===== config.mk =====
export PLATFORM = sky130hd
export DESIGN_NAME = vehicle_sensor_conditioner
export DESIGN_NICKNAME = d
export VERILOG_FILES = /design/src/rtl/vehicle_sensor_conditioner.sv
export SDC_FILE = /design/constraint.sdc
export NUM_CORES = 1
export LEC_CHECK = 0
export CORE_MARGIN = 2
export CORE_UTILIZATION = 52
export CTS_CLUSTER_SIZE = 25
export DETAILED_ROUTE_END_ITERATION = 16
export PLACE_DENSITY = 0.89
export SLEW_MARGIN = 15
export SYNTH_ARGS = -nofsm -noshare
export SYNTH_HDL_FRONTEND = slang
export SYNTH_SLANG_ARGS = --single-unit

===== constraint.sdc =====
create_clock -name clk -period 4.24 [get_ports clk]
set_input_delay 0.636 -clock clk [delete_from_list [all_inputs] [get_ports clk]]
set_output_delay 0.636 -clock clk [all_outputs]
set_load 0.02 [all_outputs]

===== src/rtl/vehicle_sensor_conditioner.sv =====
`default_nettype none
// ============================================================================
// Module   : vehicle_sensor_conditioner
// Purpose  : Conditions raw CPU temperature and fuel-level samples into
//            debounced, hysteretic status flags, and tracks the distance
//            remaining on the current trip.
// Revision : 1.0 - initial release
// ----------------------------------------------------------------------------
// Ports:
//   clk            in   1       rising-edge clock
//   rst_n          in   1       asynchronous active-low reset
//   sample_valid   in   1       cpu_temp / fuel_level valid this cycle
//   cpu_temp       in   DATA_W  unsigned temperature sample
//   fuel_level     in   DATA_W  unsigned fuel sample
//   trip_load      in   1       start a new trip with trip_target
//   trip_target    in   DIST_W  trip length in wheel ticks
//   wheel_tick     in   1       one distance unit travelled this cycle
//   cpu_overheated out  1       debounced overheat flag
//   arrived        out  1       trip complete
//   gas_tank_empty out  1       debounced empty-tank flag
//   status_changed out  1       one-cycle pulse after any flag edge
// ============================================================================
module vehicle_sensor_conditioner #(
    parameter int DATA_W      = 8,
    parameter int DIST_W      = 16,
    parameter int TEMP_HOT    = 90,
    parameter int TEMP_COOL   = 80,
    parameter int FUEL_EMPTY  = 5,
    parameter int FUEL_REFILL = 10,
    parameter int DEBOUNCE    = 4
) (
    input  logic              clk,
    input  logic              rst_n,
    input  logic              sample_valid,
    input  logic [DATA_W-1:0] cpu_temp,
    input  logic [DATA_W-1:0] fuel_level,
    input  logic              trip_load,
    input  logic [DIST_W-1:0] trip_target,
    input  logic              wheel_tick,
    output logic              cpu_overheated,
    output logic              arrived,
    output logic              gas_tank_empty,
    output logic              status_changed
);

    localparam int c_CNT_W = $clog2(DEBOUNCE + 1);

    // Counter value at which the next qualifying sample completes the run.
    localparam logic [c_CNT_W-1:0] c_DEB_LAST = c_CNT_W'(DEBOUNCE - 1);

    localparam logic [DATA_W-1:0] c_TEMP_HOT    = DATA_W'(TEMP_HOT);
    localparam logic [DATA_W-1:0] c_TEMP_COOL   = DATA_W'(TEMP_COOL);
    localparam logic [DATA_W-1:0] c_FUEL_EMPTY  = DATA_W'(FUEL_EMPTY);
    localparam logic [DATA_W-1:0] c_FUEL_REFILL = DATA_W'(FUEL_REFILL);

    // Temperature FSM states
    localparam logic [0:0] c_COOL  = 1'b0;
    localparam logic [0:0] c_HOT   = 1'b1;
    // Fuel FSM states
    localparam logic [0:0] c_OK    = 1'b0;
    localparam logic [0:0] c_EMPTY = 1'b1;

    // Flag vector order {cpu_overheated, arrived, gas_tank_empty}
    localparam logic [2:0] c_FLAGS_RST = 3'b001;

    logic [0:0]         r_temp_state;
    logic [c_CNT_W-1:0] r_temp_cnt;
    logic [0:0]         r_fuel_state;
    logic [c_CNT_W-1:0] r_fuel_cnt;
    logic [DIST_W-1:0]  r_remaining;
    logic               r_trip_active;
    logic               r_arrived;
    logic [2:0]         r_flags_d;
    logic               r_status_changed;

    logic       w_temp_qual;
    logic       w_fuel_qual;
    logic [2:0] w_flags;

    // The qualifying condition depends on the current state: that is what
    // gives the hysteresis band between the two thresholds.
    assign w_temp_qual = (r_temp_state == c_COOL) ? (cpu_temp >= c_TEMP_HOT)
                                                  : (cpu_temp <= c_TEMP_COOL);
    assign w_fuel_qual = (r_fuel_state == c_OK)   ? (fuel_level <= c_FUEL_EMPTY)
                                                  : (fuel_level >= c_FUEL_REFILL);

    // ------------------------------------------------------------------
    // Temperature debounce FSM
    // ------------------------------------------------------------------
    always_ff @(posedge clk or negedge rst_n) begin
        if (!rst_n) begin
            r_temp_state <= c_COOL;
            r_temp_cnt   <= '0;
        end else if (sample_valid) begin
            if (w_temp_qual) begin
                if (r_temp_cnt == c_DEB_LAST) begin
                    r_temp_state <= (r_temp_state == c_COOL) ? c_HOT : c_COOL;
                    r_temp_cnt   <= '0;
                end else begin
                    r_temp_cnt   <= r_temp_cnt + 1'b1;
                end
            end else begin
                r_temp_cnt <= '0;
            end
        end
    end

    // ------------------------------------------------------------------
    // Fuel debounce FSM; starts EMPTY until a refill level is proven
    // ------------------------------------------------------------------
    always_ff @(posedge clk or negedge rst_n) begin
        if (!rst_n) begin
            r_fuel_state <= c_EMPTY;
            r_fuel_cnt   <= '0;
        end else if (sample_valid) begin
            if (w_fuel_qual) begin
                if (r_fuel_cnt == c_DEB_LAST) begin
                    r_fuel_state <= (r_fuel_state == c_OK) ? c_EMPTY : c_OK;
                    r_fuel_cnt   <= '0;
                end else begin
                    r_fuel_cnt   <= r_fuel_cnt + 1'b1;
                end
            end else begin
                r_fuel_cnt <= '0;
            end
        end
    end

    // ------------------------------------------------------------------
    // Trip tracker. trip_active implies remaining >= 1, so the decrement
    // can never wrap. A load in the same cycle as a tick drops the tick.
    // ------------------------------------------------------------------
    always_ff @(posedge clk or negedge rst_n) begin
        if (!rst_n) begin
            r_remaining   <= '0;
            r_trip_active <= 1'b0;
            r_arrived     <= 1'b0;
        end else if (trip_load) begin
            r_remaining <= trip_target;
            if (trip_target == '0) begin
                r_trip_active <= 1'b0;
                r_arrived     <= 1'b1;
            end else begin
                r_trip_active <= 1'b1;
                r_arrived     <= 1'b0;
            end
        end else if (wheel_tick && r_trip_active) begin
            r_remaining <= r_remaining - 1'b1;
            if (r_remaining == DIST_W'(1)) begin
                r_trip_active <= 1'b0;
                r_arrived     <= 1'b1;
            end
        end
    end

    assign cpu_overheated = (r_temp_state == c_HOT);
    assign gas_tank_empty = (r_fuel_state == c_EMPTY);
    assign arrived        = r_arrived;

    // ------------------------------------------------------------------
    // Change detector: compares flags with their previous-cycle copy, so
    // the pulse appears the cycle after a flag edge. Several flags moving
    // on one edge collapse into a single pulse.
    // ------------------------------------------------------------------
    assign w_flags = {cpu_overheated, r_arrived, gas_tank_empty};

    always_ff @(posedge clk or negedge rst_n) begin
        if (!rst_n) begin
            r_flags_d        <= c_FLAGS_RST;
            r_status_changed <= 1'b0;
        end else begin
            r_flags_d        <= w_flags;
            r_status_changed <= |(w_flags ^ r_flags_d);
        end
    end

    assign status_changed = r_status_changed;

endmodule
`default_nettype wire


==> impl_summary.log, run 1 <==
[metrics] result of the run: finished clean
[metrics] number of hold-repair buffers added at the cts stage: 0
[metrics] detail-routed net length per standard cell: 14.2 um
[metrics] prevailing post-synth register cell: dfrtp_1
[metrics] Hold Slack: 0.421 ns
[metrics] chip height: 60.0 um
[metrics] Maximum Capacitance Violations: 0
[metrics] Worst IR Drop VDD: 0.000248 V
[metrics] part of the Yosys area used for sequential elements: 46.1%
[metrics] headroom to the max-slew limit: 45.8%
[metrics] largest fanout on the critical path: 25
[metrics] initial antenna violation count: 0
[metrics] clock latency on the worst-skew pair: 0.33 ns
[metrics] cell depth of the worst hold path: 0
[metrics] proportion of synthesized flip-flops having asynchronous set or reset: 100%
[metrics] post_cts resized: 0
[metrics] DR iter-0 viols: 47
[metrics] arrival time of data at the critical path endpoint: 2.53 ns
[metrics] count of inserted antenna diode cells: 0
[metrics] CP Class: input pin to flip-flop
[metrics] count of placed standard cells including taps: 250
[metrics] post-synthesis to final-layout area growth: 30.3%
[metrics] Placer Congestion: 0.819
[metrics] detail-routed via count per cell: 5.57
[metrics] count of yosys warnings during synthesis: 0
[metrics] nets@finish: 254
[metrics] Routed Antenna Nets: 0
[metrics] Die X-Extent: 60.0 um
[metrics] buffer depth of the longest clock path: 2
[metrics] flop and latch count out of synthesis: 30
[metrics] required time reported for the critical path endpoint: 4.44 ns
[metrics] final clock skew: 0.0132 ns
[metrics] CP Launch Type: input pin
[metrics] port bufs: 39
[metrics] cell count after synthesis: 170
[metrics] type of the most critical hold path: flip-flop to flip-flop
[metrics] Clock Tree Root: clkbuf_4
[metrics] core footprint: 0.00303 mm2
[metrics] unrepaired setup endpoints after global routing: no
[metrics] total via count in the routed design: 1,436
[metrics] clock tree from TritonCTS: yes
[metrics] remaining global-route overflow: 0
[metrics] fraction of layout instances using a drive strength above 1: 7.48%
[metrics] area of the mapped netlist: 0.00163 mm2
[metrics] global-route total usage across every layer: 23.3%
[metrics] CTS H-tree lvls: 2
[metrics] number of enable-type register cells in the synthesized netlist: 0
[metrics] cell with the biggest individual delay on the critical path: clkdlybuf4s50_1
[metrics] I/O pins: 41
[metrics] count of non-filler cells in the finished layout: 258
[metrics] number of buffer and inverter instances along the worst setup path: 2
[metrics] endpoint kind of the worst setup timing path: flip-flop
[metrics] overall die area: 0.00360 mm2
[metrics] Rows: 20
[metrics] beginning of the worst register-to-register path: r_remaining[2]
[metrics] endpoint of the lowest-slack register-to-register path: r_remaining[13]
[metrics] total iterations of the first detailed-routing run: 4
[metrics] first-pass GRT wire length: 6050 um
[metrics] highest cell delay on the worst timing path: 1.00 ns
[metrics] register clock-pin slew on the reported worst setup and hold paths: 0.10 ns
[metrics] cell breakdown of the critical path: clkdlybuf4s50_1, clkinv_1, a41oi_1, a21oi_1
[metrics] via count of the first global-routing pass: 1,415
[metrics] share of the clock period used by the worst path: 54.9%
[metrics] Max Clock Freq: 430 MHz
[metrics] Hold Crit Endpoint: r_flags_d[0]
[metrics] final hold violations: 0
[metrics] pwr dens: 351 mW/mm2
[metrics] largest net degree at the start of global routing: 31
[metrics] # clock sinks: 30
[metrics] aggregate negative setup slack: 0 ns
[metrics] setup slack, reg-to-reg: 2.41 ns
[metrics] Netlist cell types: 44
[metrics] worst reg-to-reg path cell count: 4
[metrics] total detailed-routing wirelength: 3660 um
[metrics] Slew @ Worst Pin: 0.811 ns
[metrics] total leakage power: 0.832 nW
[metrics] DR DRC count: 0
[metrics] Top Family by Delay on Critical Path: buffers and inverters
[metrics] synthesized area per cell: 9.60 um2
[metrics] hpwl dp: 2810 um
[metrics] TritonCTS buffer count: 5
[metrics] Initial Util: 53.9%
[metrics] final setup vio count: 0
[metrics] minimum clock period: 2.33 ns
[metrics] post-CTS setup buffers: 0
[metrics] total count of max-transition violations in the final report: 0
[metrics] Synthesized Nets: 211
[metrics] Worst Min Path Start: gas_tank_empty
-- routing by layer --
layer	track usage (%)	share of wire, %
met1	26.9	42
met2	40.4	53
met3	6.93	3.7
met4	8.57	1.8
met5	0	0
-- worst max-delay path by stage --
stage                        from        endpoint  cells past startpoint
CTS                     trip_load         arrived                      4
finish                  trip_load         arrived                      4
global placement        trip_load         arrived                      4
detailed placement      trip_load         arrived                      4
floorplan           fuel_level[6]  gas_tank_empty                      4
global route            trip_load         arrived                      4
-- placed cells by master (no fill, tap or decap), types with 5 or more instances in the layout --
master and count:
inv_1 9, o21ai_0 6, xnor2_1 6, clkdlybuf4s50_1 39, nor4_1 6, nor2_1 7
nand3_1 9, dfrtp_1 28, xor2_1 9, a21oi_1 7, nand2_1 19, o21ai_1 8
clkbuf_4 5
-- cells by family (layout without fill, tap and decap cells) --
family | Yosys count | count (layout) | synth area share [%]
flops | 30 | 30 | 46.1
xor+xnor | 15 | 15 | 8.05
compound gates | 42 | 42 | 16.2
mux | 1 | 1 | 0.690
buf+inv | 14 | 58 | 3.45
fa+ha+maj | 4 | 4 | 3.07
simple gates | 64 | 64 | 22.4
-- report_power, final --
group	total (W)	internal, W	leakage, nW	switching [W]
Sequential	0.000373	0.000329	0.363	0.0000434
Combinational	0.000197	0.000101	0.434	0.0000961
Clock	0.000176	0.0000803	0.0353	0.0000959
-- synth_stat cells, types with 2 or more instances --
library cell / number / area (um2)
a21o_1: 2 / 15.0
a21oi_1: 7 / 35.0
a31oi_1: 4 / 25.0
clkbuf_1: 3 / 11.3
dfrtp_1: 28 / 701
dfstp_2: 2 / 52.6
ha_1: 4 / 50.1
inv_1: 9 / 33.8
nand2_1: 19 / 71.3
nand2b_1: 2 / 12.5
nand3_1: 9 / 45.0
nand4_1: 4 / 25.0
nor2_1: 7 / 26.3
nor3_1: 3 / 15.0
nor4_1: 6 / 37.5
nor4_4: 2 / 42.5
o21ai_0: 6 / 30.0
o21ai_1: 8 / 40.0
o22ai_1: 3 / 18.8
o31ai_1: 3 / 22.5
or4_1: 3 / 22.5
xnor2_1: 6 / 52.6
xor2_1: 9 / 78.8
-- stage by stage --
stage                     power [W]  utilization, %  instance area [um2]  setup slack [ns]
after detailed placement   0.000573            68.3                 2070              1.62
after CTS                  0.000751            70.2                 2130              1.96
after global placement     0.000558            68.3                 2070              1.69
final                      0.000746            70.2                 2130              1.91
after floorplan            0.000482               -                 1630              2.53
after global routing       0.000797            70.2                 2130              1.82
-- state kept, by name (all words and copies together) (netlist names) --
signal	cells
gas_tank_empty	1
r_temp_cnt	3
r_remaining	16
r_fuel_cnt	3
cpu_overheated	1
r_trip_active	1
r_flags_d	3
status_changed	1
arrived	1
-- cell type report --
| type | instances | area (um2) |
|---|---|---|
| Timing Repair Buffer | 40 | 398 |
| Multi-Input combinational cell | 126 | 823 |
| Sequential cell | 30 | 753 |
| Inverter | 10 | 37.5 |
| Tap cell | 44 | 55.1 |
| Clock buffer | 7 | 55.1 |
| Clock inverter | 1 | 5.00 |
| Fill cell | 228 | 901 |
Note: power is estimated with default switching activity, not from simulation.
==> run 2, diff against run 1 <==
- CORE_UTILIZATION: 52 -> 44
- PLACE_DENSITY: 0.89 -> 0.81
- clock period: 4.24 -> 2.1 ns (I/O delays scaled with it)
==> impl_summary.log, run 2 (same netlist as run 1, synthesis figures left out) <==
[metrics] beginning of the worst register-to-register path: r_remaining[4]
[metrics] placed cell area: 0.00209 mm2 (+1.3%)
[metrics] CP Launch Type: flip-flop
[metrics] number of buffer and inverter instances along the worst setup path: 1 (-1)
[metrics] highest cell delay on the worst timing path: 0.63 ns (-0.37 ns)
[metrics] final clock skew: 0.00377 ns (-0.00943 ns)
[metrics] power consumption: 0.00158 W (+110%)
[metrics] largest fanout on the critical path: 7 (-72%)
[metrics] pwr dens: 729 mW/mm2 (+110%)
[metrics] cell-internal power: 0.00110 W (+120%)
[metrics] share of the clock period used by the worst path: 87.5%
[metrics] worst reg-to-reg path cell count: 4 (unchanged)
[metrics] Clock Tree Root: clkbuf_8
[metrics] Die X-Extent: 64.9 um (+8.1%)
[metrics] hpwl dp: 2680 um (-4.4%)
[metrics] remaining global-route overflow: 0 (unchanged)
[metrics] total detailed-routing wirelength: 3450 um (-5.8%)
[metrics] detail-routed net length per standard cell: 13.1 um (-7.9%)
[metrics] total leakage power: 0.850 nW (+2.2%)
[metrics] detail-routed via count per cell: 5.32 (-4.5%)
[metrics] leading cell types in the layout, fill and taps excluded: 39 x clkdlybuf4s50_1, 28 x dfrtp_1, 19 x nand2_1
[metrics] setup slack, reg-to-reg: 0.45 ns (-1.96 ns)
[metrics] net switching component of the power: 0.000479 W (+100%)
[metrics] via count of the first global-routing pass: 1,326 (-6.3%)
[metrics] # clock sinks: 30 (unchanged)
[metrics] post-CTS setup buffers: 0 (unchanged)
[metrics] PnR worst setup slack: 0.263 ns (-1.65 ns)
[metrics] global-route total usage across every layer: 18.1% (-5.1 points)
[metrics] Layout Cell Area excl Fill: 0.00217 mm2 (+2.1%)
[metrics] CP Class: flip-flop to output pin
[metrics] highest routed layer: met4
[metrics] Worst IR Drop VDD: 0.000318 V (+28%)
[metrics] part of the power in the clock network: 27.1% (+3.5 points)
[metrics] minimum clock period: 1.84 ns
[metrics] combinational power share: 25.3% (-1.1 points)
[metrics] final hold violations: 0 (unchanged)
[metrics] chip height: 64.9 um (+8.1%)
[metrics] initial antenna violation count: 0 (unchanged)
[metrics] required time reported for the critical path endpoint: 1.78 ns (-2.66 ns)
[metrics] Top Family by Delay on Critical Path: buffers and inverters
[metrics] total iterations of the first detailed-routing run: 4 (unchanged)
[metrics] Hold Slack: 0.419 ns (-0.00196 ns)
[metrics] nets@finish: 257 (+1.2%)
[metrics] cell with the biggest individual delay on the critical path: clkdlybuf4s50_1
[metrics] Placer Congestion: 0.777 (-5.0%)
[metrics] count of inserted antenna diode cells: 0 (unchanged)
[metrics] Slew @ Worst Pin: 0.387 ns (-0.424 ns)
[metrics] Routed Antenna Nets: 0 (unchanged)
[metrics] post-synthesis to final-layout area growth: 33.0%
[metrics] arrival time of data at the critical path endpoint: 1.52 ns (-1.01 ns)
[metrics] unrepaired setup endpoints after global routing: no
[metrics] first-pass GRT wire length: 5760 um (-4.8%)
[metrics] Rows: 22 (+10%)
[metrics] register clock-pin slew on the reported worst setup and hold paths: 0.06 ns (-0.04 ns)
[metrics] Max Clock Freq: 545 MHz
[metrics] total count of max-transition violations in the final report: 0 (unchanged)
[metrics] share of power burned in registers: 47.5% (-2.5 points)
[metrics] I/O pins: 41 (unchanged)
[metrics] fraction of layout instances using a drive strength above 1: 7.87% (+0.39 points)
[metrics] share of total power consumed by net switching: 30.3% (-1.3 points)
[metrics] cell breakdown of the critical path: clkdlybuf4s50_1
[metrics] endpoint kind of the worst setup timing path: output pin
[metrics] core footprint: 0.00361 mm2 (+19%)
[metrics] clock latency on the worst-skew pair: 0.28 ns (-0.05 ns)
[metrics] port bufs: 39 (unchanged)
[metrics] type of the most critical hold path: input pin to asynchronous set/reset pin
[metrics] largest register by flop count: r_remaining
[metrics] most common library cell in the layout ignoring fill and taps: clkdlybuf4s50_1
[metrics] buffer depth of the longest clock path: 2 (unchanged)
[metrics] number of flip-flops under the largest register name: 16 (unchanged)
[metrics] total via count in the routed design: 1,404 (-2.2%)
[metrics] DR iter-0 viols: 68 (+45%)
[metrics] Initial Util: 45.3% (-8.6 points)
[metrics] post_cts resized: 0 (unchanged)
[metrics] TritonCTS buffer count: 5 (unchanged)
[metrics] endpoint of the lowest-slack register-to-register path: r_remaining[11]
[metrics] DR DRC count: 0 (unchanged)
[metrics] largest net degree at the start of global routing: 31 (unchanged)
[metrics] Maximum Capacitance Violations: 0 (unchanged)
[metrics] overall die area: 0.00421 mm2 (+17%)
[metrics] number of hold-repair buffers added at the cts stage: 0 (unchanged)
[metrics] Post-Place Worst Slack: 0.131 ns (-1.48 ns)
[metrics] headroom to the max-slew limit: 73.9% (+28 points)
[metrics] clock tree from TritonCTS: yes
[metrics] routed wl met3: 127 um (-6.6%)
[metrics] result of the run: finished clean
[metrics] final setup vio count: 0 (unchanged)
[metrics] aggregate negative setup slack: 0 ns (unchanged)
[metrics] CTS H-tree lvls: 2 (unchanged)
[metrics] metal1 wirelength: 1690 um (+11%)
[metrics] met2 wire len: 1570 um (-19%)
run 2: cell types whose count changed in the layout (fill, tap and decap cells not counted), sizes merged:
cell	before	now
buf	1	4
clkinv	2	1
run 2: worst max-delay path by stage:
stage                    from              end  slack, ns  cells after the start
6_report       gas_tank_empty   gas_tank_empty       0.26                      1
5_1_grt        gas_tank_empty   gas_tank_empty       0.22                      1
4_1_cts        gas_tank_empty   gas_tank_empty       0.25                      1
3_5_place_dp       wheel_tick  r_remaining[11]       0.13                      5
3_3_place_gp       wheel_tick  r_remaining[11]       0.18                      5
2_1_floorplan  r_remaining[9]  r_remaining[13]       0.58                      4
run 2: layout make-up:
cell class	count	area [um2]
multi-input combinational	126	823
sequential	30	753
fill	323	1440
tap	48	60.1
clock buffer	7	76.3
timing repair buffer	43	420
inverter	10	37.5
run 2: power by group through the flow:
stage | clock network (W) | registers, W | logic, W
floorplan | 0 | 0.000768 | 0.000205
global placement | 0 | 0.000755 | 0.000391
detailed placement | 0 | 0.000760 | 0.000402
CTS | 0.000439 | 0.000751 | 0.000405
global route | 0.000468 | 0.000761 | 0.000449
finish | 0.000429 | 0.000752 | 0.000400
run 2: layer usage:
metal | up-vias | GRT usage (%)
li1 | 716 | -
met1 | 658 | 24.3
met2 | 23 | 27.1
met3 | 7 | 5.38
met4 | 0 | 7.98
met5 | - | 0
run 2: metrics by stage:
| stage | instances | util, % |
|---|---|---|
| after floorplan | 170 | - |
| after global placement | 257 | 58.1 |
| after detailed placement | 257 | 58.1 |
| after CTS | 264 | 60.2 |
| after global routing | 264 | 60.2 |
| final | 264 | 60.2 |
